==> src/rtl/rom_prog_ctrl_pkg.sv <==
// Shared definitions for the instruction-ROM programmer: frame header default,
// error codes and FSM state encodings.
package rom_prog_ctrl_pkg;

  localparam logic [7:0] HDR_DEFAULT = 8'hA5;

  typedef enum logic [1:0] {
    ERR_NONE     = 2'd0,
    ERR_BAD_LEN  = 2'd1,
    ERR_BAD_CSUM = 2'd2,
    ERR_TIMEOUT  = 2'd3
  } err_code_e;

  typedef enum logic [2:0] {
    ST_IDLE   = 3'd0,
    ST_LEN_LO = 3'd1,
    ST_LEN_HI = 3'd2,
    ST_DATA   = 3'd3,
    ST_CSUM   = 3'd4,
    ST_DONE   = 3'd5,
    ST_ERR    = 3'd6
  } state_e;

  // States in which a frame is open and the inter-byte timeout applies.
  function automatic logic in_frame(input state_e s);
    return (s == ST_LEN_LO) || (s == ST_LEN_HI) || (s == ST_DATA) || (s == ST_CSUM);
  endfunction

endpackage

==> src/rtl/rom_prog_ctrl_if.sv <==
// Byte-stream input, ROM write port and core control bundle of the programmer.
// master = the programmer, slave = the byte source / ROM / core side.
interface rom_prog_ctrl_if #(
  parameter int unsigned WIDTH = 32
);
  logic             byte_valid;
  logic [7:0]       byte_data;
  logic             byte_ready;
  logic             rom_wr_en;
  logic [WIDTH-1:0] rom_wr_addr;
  logic [WIDTH-1:0] rom_wr_data;
  logic             core_halt;
  logic             core_rst_req;
  logic             prog_done;
  logic             prog_err;
  logic [1:0]       err_code;

  modport master (
    input  byte_valid, byte_data,
    output byte_ready, rom_wr_en, rom_wr_addr, rom_wr_data,
    output core_halt, core_rst_req, prog_done, prog_err, err_code
  );

  modport slave (
    output byte_valid, byte_data,
    input  byte_ready, rom_wr_en, rom_wr_addr, rom_wr_data,
    input  core_halt, core_rst_req, prog_done, prog_err, err_code
  );
endinterface

==> src/rtl/rom_prog_timer.sv <==
// Inter-byte idle counter: cleared on demand, counts while enabled and
// saturates at TIMEOUT-1, where expired_o is raised.
module rom_prog_timer #(
  parameter int unsigned TIMEOUT = 1000000
) (
  input  logic clk,
  input  logic rst_n,
  input  logic clear_i,
  input  logic en_i,
  output logic expired_o
);
  localparam int unsigned  CW   = $clog2(TIMEOUT + 1);
  localparam logic [CW-1:0] LAST = CW'(TIMEOUT - 1);

  logic [CW-1:0] count_q, count_d;

  always_comb begin
    count_d = count_q;
    if (clear_i) begin
      count_d = '0;
    end else if (en_i && (count_q != LAST)) begin
      count_d = count_q + CW'(1);
    end
  end

  always_ff @(posedge clk or negedge rst_n) begin
    if (!rst_n) begin
      count_q <= '0;
    end else begin
      count_q <= count_d;
    end
  end

  assign expired_o = en_i && (count_q == LAST);

endmodule

==> src/rtl/rom_prog_ctrl.sv <==
// In-system programmer for the instruction ROM: parses framed byte stream,
// packs little-endian words onto the ROM write port, halts/restarts the core.
module rom_prog_ctrl
  import rom_prog_ctrl_pkg::*;
#(
  parameter int unsigned WIDTH   = 32,
  parameter int unsigned AW      = 12,
  parameter int unsigned TIMEOUT = 1000000,
  parameter logic [7:0]  HDR     = HDR_DEFAULT
) (
  input  logic            clk,
  input  logic            rst_n,
  rom_prog_ctrl_if.master bus
);
  // One extra counter bit so a full 2**AW-word image terminates without wrap.
  localparam int unsigned  CW      = AW + 1;
  localparam logic [16:0]  MAX_LEN = 17'(1 << AW);

  state_e          state_q, state_d;
  err_code_e       err_code_q, err_code_d;

  logic            byte_ready, prog_done, prog_err, core_rst_req;
  logic            accept, expired, timeout_hit;
  logic            timer_clear, timer_en, lane_we;
  logic            len_bad, last_word, csum_ok;
  logic [16:0]     len_full;

  logic [7:0]      len_lo_q, len_lo_d;
  logic [CW-1:0]   len_q, len_d;
  logic [CW-1:0]   word_cnt_q, word_cnt_d;
  logic [1:0]      byte_cnt_q, byte_cnt_d;
  logic [23:0]     pack_q, pack_d;
  logic [7:0]      csum_q, csum_d;
  logic            wr_en_q, wr_en_d;
  logic [WIDTH-1:0] wr_addr_q, wr_addr_d;
  logic [WIDTH-1:0] wr_data_q, wr_data_d;
  logic            halt_q, halt_d;

  assign accept      = bus.byte_valid & byte_ready;
  assign len_full    = {1'b0, bus.byte_data, len_lo_q};
  assign len_bad     = (len_full == 17'd0) || (len_full > MAX_LEN);
  assign last_word   = ((word_cnt_q + CW'(1)) == len_q);
  assign csum_ok     = (bus.byte_data == csum_q);
  assign timeout_hit = in_frame(state_q) && !accept && expired;

  assign timer_clear = accept || (state_q == ST_IDLE);
  assign timer_en    = in_frame(state_q);

  rom_prog_timer #(
    .TIMEOUT (TIMEOUT)
  ) u_timer (
    .clk       (clk),
    .rst_n     (rst_n),
    .clear_i   (timer_clear),
    .en_i      (timer_en),
    .expired_o (expired)
  );

  // ---------------- FSM: state register ----------------
  always_ff @(posedge clk or negedge rst_n) begin
    if (!rst_n) begin
      state_q <= ST_IDLE;
    end else begin
      state_q <= state_d;
    end
  end

  // ---------------- FSM: next state ----------------
  // An accepted byte always takes priority over a timeout in the same cycle.
  always_comb begin
    state_d = state_q;
    unique case (state_q)
      ST_IDLE: begin
        if (accept && (bus.byte_data == HDR)) state_d = ST_LEN_LO;
      end
      ST_LEN_LO: begin
        if (accept)           state_d = ST_LEN_HI;
        else if (timeout_hit) state_d = ST_ERR;
      end
      ST_LEN_HI: begin
        if (accept)           state_d = len_bad ? ST_ERR : ST_DATA;
        else if (timeout_hit) state_d = ST_ERR;
      end
      ST_DATA: begin
        if (accept) begin
          if ((byte_cnt_q == 2'd3) && last_word) state_d = ST_CSUM;
        end else if (timeout_hit) begin
          state_d = ST_ERR;
        end
      end
      ST_CSUM: begin
        if (accept)           state_d = csum_ok ? ST_DONE : ST_ERR;
        else if (timeout_hit) state_d = ST_ERR;
      end
      ST_DONE: state_d = ST_IDLE;
      ST_ERR:  state_d = ST_IDLE;
      default: state_d = ST_IDLE;
    endcase
  end

  // ---------------- FSM: outputs ----------------
  always_comb begin
    byte_ready   = 1'b1;
    prog_done    = 1'b0;
    prog_err     = 1'b0;
    core_rst_req = 1'b0;
    unique case (state_q)
      ST_DONE: begin
        byte_ready   = 1'b0;
        prog_done    = 1'b1;
        core_rst_req = 1'b1;
      end
      ST_ERR: begin
        byte_ready = 1'b0;
        prog_err   = 1'b1;
      end
      default: ;
    endcase
  end

  // Packer lanes 0..2 hold the first three bytes; lane 3 goes straight to the ROM.
  assign lane_we = (state_q == ST_DATA) && accept;

  for (genvar gi = 0; gi < 3; gi++) begin : g_lane
    assign pack_d[8*gi +: 8] = (lane_we && (byte_cnt_q == 2'(gi))) ? bus.byte_data
                                                                   : pack_q[8*gi +: 8];
  end

  // ---------------- datapath next-state ----------------
  always_comb begin
    len_lo_d   = len_lo_q;
    len_d      = len_q;
    word_cnt_d = word_cnt_q;
    byte_cnt_d = byte_cnt_q;
    csum_d     = csum_q;
    wr_en_d    = 1'b0;
    wr_addr_d  = wr_addr_q;
    wr_data_d  = wr_data_q;
    halt_d     = halt_q;
    err_code_d = err_code_q;

    if (timeout_hit) err_code_d = ERR_TIMEOUT;

    unique case (state_q)
      ST_IDLE: begin
        if (accept && (bus.byte_data == HDR)) halt_d = 1'b1;
      end
      ST_LEN_LO: begin
        if (accept) len_lo_d = bus.byte_data;
      end
      ST_LEN_HI: begin
        if (accept) begin
          if (len_bad) begin
            err_code_d = ERR_BAD_LEN;
          end else begin
            len_d      = len_full[CW-1:0];
            word_cnt_d = '0;
            byte_cnt_d = '0;
            csum_d     = '0;
          end
        end
      end
      ST_DATA: begin
        if (accept) begin
          csum_d     = csum_q + bus.byte_data;
          byte_cnt_d = byte_cnt_q + 2'd1;
          if (byte_cnt_q == 2'd3) begin
            wr_en_d    = 1'b1;
            wr_addr_d  = WIDTH'({word_cnt_q, 2'b00});
            wr_data_d  = WIDTH'({bus.byte_data, pack_q});
            word_cnt_d = word_cnt_q + CW'(1);
          end
        end
      end
      ST_CSUM: begin
        if (accept) err_code_d = csum_ok ? ERR_NONE : ERR_BAD_CSUM;
      end
      ST_DONE: halt_d = 1'b0;
      default: ;
    endcase
  end

  always_ff @(posedge clk or negedge rst_n) begin
    if (!rst_n) begin
      len_lo_q   <= '0;
      len_q      <= '0;
      word_cnt_q <= '0;
      byte_cnt_q <= '0;
      pack_q     <= '0;
      csum_q     <= '0;
      wr_en_q    <= 1'b0;
      wr_addr_q  <= '0;
      wr_data_q  <= '0;
      halt_q     <= 1'b0;
      err_code_q <= ERR_NONE;
    end else begin
      len_lo_q   <= len_lo_d;
      len_q      <= len_d;
      word_cnt_q <= word_cnt_d;
      byte_cnt_q <= byte_cnt_d;
      pack_q     <= pack_d;
      csum_q     <= csum_d;
      wr_en_q    <= wr_en_d;
      wr_addr_q  <= wr_addr_d;
      wr_data_q  <= wr_data_d;
      halt_q     <= halt_d;
      err_code_q <= err_code_d;
    end
  end

  assign bus.byte_ready   = byte_ready;
  assign bus.rom_wr_en    = wr_en_q;
  assign bus.rom_wr_addr  = wr_addr_q;
  assign bus.rom_wr_data  = wr_data_q;
  assign bus.core_halt    = halt_q;
  assign bus.core_rst_req = core_rst_req;
  assign bus.prog_done    = prog_done;
  assign bus.prog_err     = prog_err;
  assign bus.err_code     = err_code_q;

endmodule
==> src/flat_wrapper.sv <==
// flat-port wrapper written by rule: the top's interface ports become plain ports
module rom_prog_ctrl_flat import rom_prog_ctrl_pkg::*;
#(
  parameter int unsigned WIDTH   = 32,
  parameter int unsigned AW      = 12,
  parameter int unsigned TIMEOUT = 1000000,
  parameter logic [7:0]  HDR     = HDR_DEFAULT
)
  (clk, rst_n, bus_byte_valid, bus_byte_data, bus_byte_ready, bus_rom_wr_en, bus_rom_wr_addr, bus_rom_wr_data, bus_core_halt, bus_core_rst_req, bus_prog_done, bus_prog_err, bus_err_code);
  rom_prog_ctrl_if #(.WIDTH(WIDTH)) bus_i ();
  input  logic clk;
  input  logic rst_n;
  input wire logic [$bits(bus_i.byte_valid)-1:0] bus_byte_valid;
  input wire logic [$bits(bus_i.byte_data)-1:0] bus_byte_data;
  output wire logic [$bits(bus_i.byte_ready)-1:0] bus_byte_ready;
  output wire logic [$bits(bus_i.rom_wr_en)-1:0] bus_rom_wr_en;
  output wire logic [$bits(bus_i.rom_wr_addr)-1:0] bus_rom_wr_addr;
  output wire logic [$bits(bus_i.rom_wr_data)-1:0] bus_rom_wr_data;
  output wire logic [$bits(bus_i.core_halt)-1:0] bus_core_halt;
  output wire logic [$bits(bus_i.core_rst_req)-1:0] bus_core_rst_req;
  output wire logic [$bits(bus_i.prog_done)-1:0] bus_prog_done;
  output wire logic [$bits(bus_i.prog_err)-1:0] bus_prog_err;
  output wire logic [$bits(bus_i.err_code)-1:0] bus_err_code;
  assign bus_i.byte_valid = bus_byte_valid;
  assign bus_i.byte_data = bus_byte_data;
  assign bus_byte_ready = bus_i.byte_ready;
  assign bus_rom_wr_en = bus_i.rom_wr_en;
  assign bus_rom_wr_addr = bus_i.rom_wr_addr;
  assign bus_rom_wr_data = bus_i.rom_wr_data;
  assign bus_core_halt = bus_i.core_halt;
  assign bus_core_rst_req = bus_i.core_rst_req;
  assign bus_prog_done = bus_i.prog_done;
  assign bus_prog_err = bus_i.prog_err;
  assign bus_err_code = bus_i.err_code;
  rom_prog_ctrl #(.WIDTH(WIDTH), .AW(AW), .TIMEOUT(TIMEOUT), .HDR(HDR)) u_core (.clk(clk), .rst_n(rst_n), .bus(bus_i));
endmodule
==> config.mk <==
export PLATFORM = sky130hd
export DESIGN_NAME = rom_prog_ctrl_flat
export DESIGN_NICKNAME = d
export VERILOG_FILES = /design/src/rtl/rom_prog_ctrl_pkg.sv /design/src/rtl/rom_prog_ctrl_if.sv /design/src/rtl/rom_prog_timer.sv /design/src/rtl/rom_prog_ctrl.sv /design/src/flat_wrapper.sv
export SDC_FILE = /design/constraint.sdc
export NUM_CORES = 1
export LEC_CHECK = 0
export CAP_MARGIN = 15
export CORE_ASPECT_RATIO = 1.1
export CORE_UTILIZATION = 45
export DETAILED_ROUTE_END_ITERATION = 6
export HOLD_SLACK_MARGIN = 0.1
export PLACE_DENSITY = 0.67
export SETUP_SLACK_MARGIN = 0.02
export SYNTH_ARGS = -nofsm -noshare
export SYNTH_HDL_FRONTEND = slang
export SYNTH_SLANG_ARGS = --single-unit
==> constraint.sdc <==
create_clock -name clk -period 5.2 [get_ports clk]
set_clock_uncertainty 0.05 [all_clocks]
set_input_delay 1.04 -clock clk [delete_from_list [all_inputs] [get_ports clk]]
set_output_delay 1.04 -clock clk [all_outputs]
set_load 0.02 [all_outputs]
==> impl_results.html <==
<table>
<tr><th>Metric</th><th>Value</th></tr>
<tr><th colspan="2">Status</th></tr>
<tr><td>Run status</td><td>finished, final reports clean</td></tr>
<tr><th colspan="2">Power</th></tr>
<tr><td>Pleak</td><td>approximately 3.9 nW</td></tr>
<tr><td>Power density over cell area</td><td>just over 500 nW/µm²</td></tr>
<tr><td>Internal power of the cells</td><td>roughly 2.8 mW</td></tr>
<tr><td>Net switching component of the power</td><td>approximately 1.3 mW</td></tr>
<tr><td>Net Sw Frac</td><td>approximately a third</td></tr>
<tr><td>Clock share of power</td><td>around a third</td></tr>
<tr><td>Max rail drop VDD</td><td>218 µV</td></tr>
<tr><td>Fraction of power consumed by combinational cells</td><td>between 20 and 30%</td></tr>
<tr><td>Part of the total power dissipated in sequential elements</td><td>about two fifths</td></tr>
<tr><th colspan="2">Timing</th></tr>
<tr><td>Worst slew margin relative to its limit</td><td>approximately a third</td></tr>
<tr><td>Timing-limited maximum frequency</td><td>slightly below 0.3 GHz</td></tr>
<tr><td>Final Max Slew Viols</td><td>0</td></tr>
<tr><td>Final hold violations</td><td>0</td></tr>
<tr><td>Shortest clock period the worst path allows after layout</td><td>~3.5 ns</td></tr>
<tr><td>Final worst slack</td><td>around 1.7 ns</td></tr>
<tr><td>Fin Setup TNS</td><td>0 ns</td></tr>
<tr><td>Unrepaired setup endpoints after global routing</td><td>false</td></tr>
<tr><td>Tightest Pin Transition</td><td>between 0.9 and 1 ns</td></tr>
<tr><td>Share of the clock period used by the worst path after layout</td><td>approximately two thirds</td></tr>
<tr><td>Total of endpoints with negative setup slack in the final report</td><td>0</td></tr>
<tr><th colspan="2">Place</th></tr>
<tr><td>Port Buffers</td><td>63</td></tr>
<tr><td>Post-detailed-placement cell area</td><td>between 7000 and 8000 µm²</td></tr>
<tr><td>Worst slack at placement</td><td>about 1.3 ns</td></tr>
<tr><td>HPWL after DPL</td><td>~10000 µm</td></tr>
<tr><td>Final weighted congestion in routability-driven placement</td><td>0.857</td></tr>
<tr><th colspan="2">Clock network</th></tr>
<tr><td>Deepest clock path buffer count</td><td>2</td></tr>
<tr><td>Number of H-tree branching levels</td><td>4</td></tr>
<tr><td>Post-CTS setup-driven buffer insertion count</td><td>0</td></tr>
<tr><td>Sink count of the clock tree</td><td>140</td></tr>
<tr><td>Resized Gates After CTS</td><td>0</td></tr>
<tr><td>Clock latency at the later pin of the worst-skew pair</td><td>between 0.4 and 0.5 ns</td></tr>
<tr><td>Post-cts hold buffer count</td><td>0</td></tr>
<tr><td>Clk pin slew, worst setup/hold paths</td><td>roughly 0.06 ns</td></tr>
<tr><td>TritonCTS clock tree</td><td>built</td></tr>
<tr><td>CTS root buf</td><td>sky130_fd_sc_hd__clkbuf_16</td></tr>
<tr><td>Number of buffers created by CTS</td><td>17</td></tr>
<tr><th colspan="2">Min path</th></tr>
<tr><td>Hold path endpoint</td><td>u_core.bus.rom_wr_data[6]</td></tr>
<tr><td>Hold wc startpoint</td><td>u_core.pack_q[6]</td></tr>
<tr><td>Hold Path Stages</td><td>2</td></tr>
<tr><td>Path class of the lowest-slack min-delay path</td><td>flop to flop</td></tr>
<tr><th colspan="2">Routing</th></tr>
<tr><td>Per-cell routed wire length</td><td>between 15 and 20 µm</td></tr>
<tr><td>Number of DRC violations after detailed routing</td><td>0</td></tr>
<tr><td>Antenna Nets Post-Route</td><td>0</td></tr>
<tr><td>First-pass iteration count of the detailed router</td><td>4</td></tr>
<tr><td>Routed vias</td><td>5166</td></tr>
<tr><td>Routed wire length</td><td>~15000 µm</td></tr>
<tr><td>Average vias per placed instance</td><td>about 5.4</td></tr>
<tr><td>1st-iter DRT viols</td><td>approximately 340</td></tr>
<tr><th colspan="2">Yosys</th></tr>
<tr><td>Async SR Flop Fraction</td><td>between 90% and 100%</td></tr>
<tr><td>Number of synthesized register bits</td><td>between 100 and 150</td></tr>
<tr><td>Number of enable flip-flop cells after synthesis</td><td>0</td></tr>
<tr><td>Post-Synthesis Mean Instance Area</td><td>just under 10 µm²</td></tr>
<tr><td>Area of the mapped netlist</td><td>~6800 µm²</td></tr>
<tr><td>Share of synthesized area occupied by flip-flops and latches</td><td>between 50 and 60%</td></tr>
<tr><td>Count of synthesis-stage warnings from yosys</td><td>0</td></tr>
<tr><td>Top FF cell, synth</td><td>sky130_fd_sc_hd__dfrtp_1</td></tr>
<tr><td>Post-Synthesis Cells</td><td>698</td></tr>
<tr><td>Count of different cell masters after synthesis</td><td>between 60 and 70</td></tr>
<tr><th colspan="2">Finish</th></tr>
<tr><td>Share of layout cells above drive strength 1</td><td>10.4%</td></tr>
<tr><td>NumNets Final</td><td>777</td></tr>
<tr><td>Post-route standard cell area excluding fillers</td><td>8190 µm²</td></tr>
<tr><td>Number of filler instances in the final layout</td><td>around 1300</td></tr>
<tr><td>Area growth from synthesis to final layout</td><td>19.8%</td></tr>
<tr><td>Most common library cell in the layout ignoring fill and taps</td><td>sky130_fd_sc_hd__nand2_1</td></tr>
<tr><td>Highest-count cells in the layout ignoring fill and taps</td><td>sky130_fd_sc_hd__nand2_1 (178), sky130_fd_sc_hd__dfrtp_1 (140), sky130_fd_sc_hd__clkdlybuf4s50_1 (62)</td></tr>
<tr><td>Ant diodes</td><td>0</td></tr>
<tr><th colspan="2">Critical path</th></tr>
<tr><td>Data arrival time of the critical path</td><td>~3.7 ns</td></tr>
<tr><td>Origin of the critical flop-to-flop path</td><td>u_core.word_cnt_q[0]</td></tr>
<tr><td>Startpoint-to-endpoint class of the critical path</td><td>input pin to flop</td></tr>
<tr><td>Type of element capturing the critical path</td><td>flop</td></tr>
<tr><td>Path depth of the worst reg2reg path</td><td>7</td></tr>
<tr><td>Capturing point of the worst reg2reg path</td><td>u_core.state_q[2]</td></tr>
<tr><td>Data required time at the worst endpoint</td><td>approximately 5.5 ns</td></tr>
<tr><td>Critical path launch point type</td><td>input pin</td></tr>
<tr><td>CP max FO</td><td>10</td></tr>
<tr><td>R2R Setup Slk</td><td>about 2.6 ns</td></tr>
<tr><th colspan="2">Job</th></tr>
<tr><td>Max cap viols</td><td>0</td></tr>
<tr><th colspan="2">Die</th></tr>
<tr><td>DIE AREA</td><td>15700 µm²</td></tr>
<tr><td>Height of the die</td><td>approximately 130 µm</td></tr>
<tr><td>Core Box Area</td><td>between 10000 and 15000 µm²</td></tr>
<tr><td>I/O Pins</td><td>83</td></tr>
<tr><td>Chip width</td><td>approximately 120 µm</td></tr>
<tr><td>Starting density of the core</td><td>~47%</td></tr>
<tr><td>Standard-cell rows</td><td>46</td></tr>
<tr><th colspan="2">Global routing</th></tr>
<tr><td>Global router's overall resource usage</td><td>about a fifth</td></tr>
<tr><td>Number of global-route vias before repair</td><td>between 5000 and 6000</td></tr>
<tr><td>Peak-usage layer in the global routing report</td><td>met2</td></tr>
<tr><td>Total overflow reported by the global router</td><td>0</td></tr>
<tr><td>Maximum number of pins on one net before global-route repair</td><td>between 100 and 150</td></tr>
<tr><td>Met2 GRT Util</td><td>between 30 and 40%</td></tr>
<tr><td>Global Route met1 Usage</td><td>between 20% and 30%</td></tr>
<tr><td>Initial antenna violation count</td><td>0</td></tr>
<tr><td>M3 GR Usage</td><td>roughly 4%</td></tr>
<tr><td>Global-route wire length before repair</td><td>25800 µm</td></tr>
</table>
worst max path at each step:
stage | startpoint | endpoint | slack (ns)
detailed placement | bus_byte_data[1] | u_core.csum_q[7] | 1.33
global placement | bus_byte_data[1] | u_core.csum_q[7] | 1.52
floorplan | bus_byte_data[3] | u_core.csum_q[7] | 2.45
CTS | bus_byte_data[1] | u_core.csum_q[7] | 1.73
global route | bus_byte_data[1] | u_core.csum_q[7] | 1.36
finish | bus_byte_data[1] | u_core.csum_q[7] | 1.73
area by class of cell:
| class | instances | area [µm²] | area share (%) |
|---|---|---|---|
| tap | 192 | 240 | 2.93 |
| inverter | 12 | 45.0 | 0.550 |
| multi-input combinational | 511 | 3060 | 37.4 |
| clock inverter | 10 | 188 | 2.29 |
| timing repair buffer | 70 | 684 | 8.36 |
| clock buffer | 20 | 467 | 5.70 |
| sequential | 140 | 3500 | 42.8 |
registers in the layout (all words and copies together), names as in the netlist:
name,cells
u_core.bus.err_code,2
u_core.len_q,13
u_core.state_q,3
u_core.bus.rom_wr_en,1
u_core.csum_q,8
u_core.bus.rom_wr_addr,13
u_core.u_timer.count_q,20
u_core.bus.rom_wr_data,32
u_core.word_cnt_q,13
u_core.len_lo_q,8
u_core.byte_cnt_q,2
u_core.pack_q,24
u_core.bus.core_halt,1
cells in the mapped netlist (all sizes together) (4+ instances only):
cell type	count	share of area [%]
nand2	179	9.8
xor2	18	2.3
nand4	8	0.73
mux2	42	6.9
nand2b	5	0.46
o21ai	40	3.0
buf	32	3.4
or4	4	0.44
ha	13	2.4
inv	11	0.60
nor3	8	0.66
and3	13	1.2
xnor2	19	2.4
nor4	8	0.82
a21oi	20	1.5
nand3	13	1.0
clkbuf	21	1.2
or3	12	1.1
nor2	33	1.8
dfrtp	140	51
o22ai	8	0.73
cells by family after synthesis:
group / synth area share, %
DFF: 51.3
buffers and inverters: 5.18
and+or+nand+nor: 19.8
xor gates and xnor gates: 4.74
AOI/OAI and AO/OA: 9.23
other: 0.0549
muxes: 7.07
adders and majority gates: 2.67
critical path, stage by stage:
cell and delay (ns):
sky130_fd_sc_hd__clkdlybuf4s50_1 0.80, sky130_fd_sc_hd__ha_1 0.34, sky130_fd_sc_hd__a21oi_1 0.20, sky130_fd_sc_hd__o21ai_1 0.10, sky130_fd_sc_hd__a2111oi_0 0.72, sky130_fd_sc_hd__nor2_1 0.15
sky130_fd_sc_hd__xor2_1 0.18, sky130_fd_sc_hd__o31ai_1 0.21
per-stage QoR:
step	utilization, %	hold WS [ns]	cells	power [mW]
after global routing	56.0	0.447	955	4.37
after global placement	51.5	0.397	925	2.75
final	56.0	0.420	955	4.13
after floorplan	-	0.383	716	2.40
after detailed placement	51.5	0.403	925	2.79
after CTS	56.0	0.415	955	4.16
power by group through the flow:
stage | logic [mW] | registers [mW] | clock network [mW]
floorplan | 0.771 | 1.63 | 0
global placement | 1.12 | 1.63 | 0
finish | 1.16 | 1.63 | 1.34
CTS | 1.17 | 1.62 | 1.36
detailed placement | 1.15 | 1.64 | 0
global route | 1.29 | 1.67 | 1.41
per-layer routing:
layer,wire (µm),share of wire (%)
met5,0,0
met4,174,1.1
met3,516,3.4
met2,7480,49
met1,6990,46
Power figures use the tool's default switching activity.
